===== src/rtl/rr_arbiter.sv =====
// Round-robin arbiter for NREQ requesters with grant locking and registered one-hot grant.
// Define ARB_HOLD_TIMEOUT_EN to cap each owner at MAX_HOLD cycles while others wait.
module rr_arbiter #(
  parameter int NREQ     = 4,
  parameter int MAX_HOLD = 8,
  localparam int IDW     = (NREQ > 2) ? $clog2(NREQ) : 1
) (
  input  logic            clk,
  input  logic            reset,
  input  logic [NREQ-1:0] req,
  output logic [NREQ-1:0] gnt,
  output logic [IDW-1:0]  gnt_id,
  output logic            gnt_valid
);

  localparam logic [0:0] IDLE  = 1'b0;
  localparam logic [0:0] GRANT = 1'b1;

  logic [0:0]      state_q, state_d;
  logic [NREQ-1:0] gnt_q, gnt_d;
  logic [IDW-1:0]  ptr_q, ptr_d;

  logic [NREQ-1:0] cand;
  logic [IDW-1:0]  win;
  logic            found, owner_req, take;
  logic [IDW:0]    sum;

`ifdef ARB_HOLD_TIMEOUT_EN
  localparam int HW = $clog2(MAX_HOLD);
  logic [HW-1:0] hold_q, hold_d;
`endif

  // The owner is never a candidate; in IDLE gnt_q is zero so cand is just req.
  assign cand      = req & ~gnt_q;
  assign owner_req = |(req & gnt_q);

  always_comb begin
    found = 1'b0;
    win   = '0;
    sum   = '0;
    for (int k = 0; k < NREQ; k++) begin
      sum = {1'b0, ptr_q} + (IDW+1)'(k);
      if (sum >= (IDW+1)'(NREQ)) sum = sum - (IDW+1)'(NREQ);
      if (!found && cand[sum[IDW-1:0]]) begin
        found = 1'b1;
        win   = sum[IDW-1:0];
      end
    end
  end

  always_comb begin
    state_d = state_q;
    gnt_d   = gnt_q;
    ptr_d   = ptr_q;
    take    = 1'b0;
`ifdef ARB_HOLD_TIMEOUT_EN
    hold_d  = hold_q;
`endif
    case (state_q)
      IDLE: take = found;
      default: begin
        if (owner_req) begin
`ifdef ARB_HOLD_TIMEOUT_EN
          if (hold_q != HW'(MAX_HOLD-1)) hold_d = hold_q + 1'b1;
          else if (found)                take   = 1'b1;
`endif
        end else if (found) begin
          take = 1'b1;
        end else begin
          gnt_d   = '0;
          state_d = IDLE;
        end
      end
    endcase
    if (take) begin
      gnt_d   = NREQ'(1) << win;
      ptr_d   = (win == IDW'(NREQ-1)) ? '0 : win + 1'b1;
      state_d = GRANT;
`ifdef ARB_HOLD_TIMEOUT_EN
      hold_d  = '0;
`endif
    end
  end

  always_ff @(posedge clk or negedge reset) begin
    if (!reset) begin
      state_q <= IDLE;
      gnt_q   <= '0;
      ptr_q   <= '0;
`ifdef ARB_HOLD_TIMEOUT_EN
      hold_q  <= '0;
`endif
    end else begin
      state_q <= state_d;
      gnt_q   <= gnt_d;
      ptr_q   <= ptr_d;
`ifdef ARB_HOLD_TIMEOUT_EN
      hold_q  <= hold_d;
`endif
    end
  end

  always_comb begin
    gnt_id = '0;
    for (int i = 0; i < NREQ; i++)
      if (gnt_q[i]) gnt_id = gnt_id | IDW'(i);
  end

  assign gnt       = gnt_q;
  assign gnt_valid = |gnt_q;

endmodule


===== config.mk =====
export PLATFORM = sky130hd
export DESIGN_NAME = rr_arbiter
export DESIGN_NICKNAME = d
export VERILOG_FILES = /design/src/rtl/rr_arbiter.sv
export SDC_FILE = /design/constraint.sdc
export NUM_CORES = 1
export LEC_CHECK = 0
export CELL_PAD_IN_SITES_DETAIL_PLACEMENT = 0
export CELL_PAD_IN_SITES_GLOBAL_PLACEMENT = 1
export CORE_UTILIZATION = 37
export DETAILED_ROUTE_END_ITERATION = 7
export PLACE_DENSITY = 0.79
export SLEW_MARGIN = 20
export SYNTH_ARGS = -nofsm -noshare
export SYNTH_HDL_FRONTEND = slang
export SYNTH_SLANG_ARGS = --single-unit

===== constraint.sdc =====
create_clock -name clk -period 5 [get_ports clk]
set_clock_uncertainty 0.05 [all_clocks]
set_input_delay 1 -clock clk [delete_from_list [all_inputs] [get_ports clk]]
set_output_delay 1 -clock clk [all_outputs]
set_load 0.01 [all_outputs]

==> flow_summary.yaml <==
outcome:
  outcome: "finished, final reports clean"
grt:
  grt_pass1_wl_mm: 1.82
  grt_use_total: 0.186
  grt_max_degree: 8
  grt_overflow_total: 0
  grt_pass1_vias: 395
  antenna_found_initial: 0
synth:
  ys_seq_area_frac: 0.349
  syn_nets: 58
  synth_edf_count: 0
  synth_cell_types: 26
  syn_area_per_cell_um2: 10.5
  dominantRegCellSynth: "dfrtp_1"
  yosys_warnings: 0
  ys_seq_elements: 7
  synth_area_um2: 502
  synthCells: 48
  async_flop_share: 1.00
cts:
  cts_root_buf: "clkbuf_4"
  numClockSinks: 7
  path_clk_slew_ns: 0.05
  cts_setup_buffers: 0
  cts_resized: 0
  cts_buffers: 3
  cts-hold-fix-buffers: 0
  clock_latency_ns: 0.25
  cts_tree: "done"
  htreeDepth: 1
  clock_path_buffers: 2
critical_path:
  crit_chain: "or2_2, or3_1, clkdlybuf4s50_1"
  start_kind: "flip-flop"
  critical_path_required_ns: 3.95
  slowest_stage: "clkdlybuf4s50_1"
  critPathKind: "flip-flop to primary output"
  critPathTopFamily: "simple AND/OR/NAND/NOR gates"
  arrival_ns: 1.78
  cp_slowest_stage_delay_ns: 0.48
  cp_num_buf_inv: 1
  critical_path.max_fanout: 6
  critPathCaptureType: "primary output"
place:
  portBuffers: 12
  place.detailed.hpwl_um: 816
  place_ws_ns: 2.04
  gp_congestion: 0.740
routing:
  vias: 432
  wire_per_inst_um: 13.9
  ant_nets: 0
  drc: 0
  drt_iter0_drc: 10
  routed_via_density: 5.61
  drtPass1Iterations: 4
  wirelength_mm: 1.07
pwr:
  peakVddDrop_uv: 338
  p_per_area_nw_per_um2: 621
  power_uw: 407
  leakage_nw: 0.286
timing:
  setup_viol: 0
  tightestPinTransition_ns: 0.367
  fin_crit_sh: 0.565
  clock.fmax_mhz: 354
  maxSlewHeadroom: 0.753
  hold_viol_final: 0
  rsz0062_at_grt: "no"
  min_period_ns: 2.83
  fin_tns_setup_ns: 0
  fin_ws_ns: 2.17
  finalMaxSlewViolations: 0
floorplanning:
  die_w_um: 38.8
  dieArea_um2: 1510
  ios: 13
  die_y_um: 38.8
  rows: 12
  core-area_um2: 1190
  start_util: 0.423
cells_and_area:
  nFillCells: 125
  drive_gt1_frac: 0.175
  area.sequential_um2: 175
  final_core_util: 0.552
  antennaDiodeCount: 0
  multi_input_area_um2: 312
  final_nets: 74
  area_growth_pct: 30.4
min_path:
  hp-class: "flip-flop to flip-flop"
run:
  cap_violations: 0
## synthesized netlist by cell type, types with 2 or more instances
library cell	n	area share
nand2b_1	2	0.025
ha_1	4	0.10
a22o_1	6	0.10
o21ai_1	2	0.020
nor2b_1	3	0.037
dfrtp_1	7	0.35
mux2_4	2	0.060
a21oi_1	3	0.030
or2_2	2	0.025
## tightest hold or removal path, cell delays in order, from the launching register on
cell and delay (ns):
dfrtp_1 0.35, o21ai_1 0.10, nand2_1 0.07
## worst paths after layout
check | start | endpoint | slack (ns) | depth (start not counted)
setup / recovery | gnt[1]$_DFFE_PN0P_ | gnt_valid | 2.17 | 3
hold / removal | state_q$_DFF_PN0_ | state_q$_DFF_PN0_ | 0.50 | 2
setup reg to reg | gnt[1]$_DFFE_PN0P_ | ptr_q[1]$_DFFE_PN0P_ | 3.11 | 6
hold reg to reg | state_q$_DFF_PN0_ | state_q$_DFF_PN0_ | 0.50 | 2
max in group asynchronous | reset | gnt[2]$_DFFE_PN0P_ | 3.72 | 1
min in group asynchronous | reset | state_q$_DFF_PN0_ | 0.95 | 1
## cell usage in the layout, fill, tap and decap left out, drive strengths merged
master and n:
nand2b 2, nand3b 1, clkbuf 4, dfrtp 7, nor4 1, nor2 1
o211ai 1, or3 1, nor2b 4, mux2 2, a22o 6, o21bai 1
or4 1, inv 1, ha 4, or2 2, nor4b 1, nand2 1
o21ba 1, and3b 1, a31oi 1, clkdlybuf4s50 12, a21oi 3, o21ai 3
and2 1
## final cells by class
class | instances | area share
well taps | 14 | 0.0268
repair buffers | 12 | 0.184
flip-flops and latches | 7 | 0.268
inverters | 1 | 0.00574
multi-input cells | 39 | 0.476
clock buffers | 4 | 0.0402
## layer usage
layer / up-vias / track usage / part of all wire
met5: - / 0 / 0
met4: 0 / 0.0517 / 0
met3: 0 / 0.0694 / 0.070
met2: 20 / 0.300 / 0.48
met1: 203 / 0.228 / 0.45
li1: 209 / - / -
## cells by family (layout without fill, tap and decap cells)
group / count (synthesis) / after routing / synth area share
buf+inv: 2 / 17 / 0.0299
fa+ha+maj: 4 / 4 / 0.0998
simple gates: 17 / 17 / 0.234
flops: 7 / 7 / 0.349
compound gates: 16 / 16 / 0.227
mux: 2 / 2 / 0.0599
## registers in the layout, indices dropped and copies added, names as in the netlist
name     flops
gnt          4
ptr_q        2
state_q      1
## power breakdown
group / leakage (nW) / switching [mW] / total, mW / internal (mW)
Clock: 0.0150 / 0.0208 / 0.0513 / 0.0304
Combinational: 0.186 / 0.101 / 0.243 / 0.143
Sequential: 0.0852 / 0.0323 / 0.112 / 0.0797
## metrics by stage
step,hold WS (ns),instances,area [µm²]
after global placement,0.479,73,628
after detailed placement,0.488,73,628
final,0.499,77,654
after CTS,0.501,77,654
after floorplan,0.441,48,502
after global routing,0.575,77,654
Power figures use the tool's default switching activity.
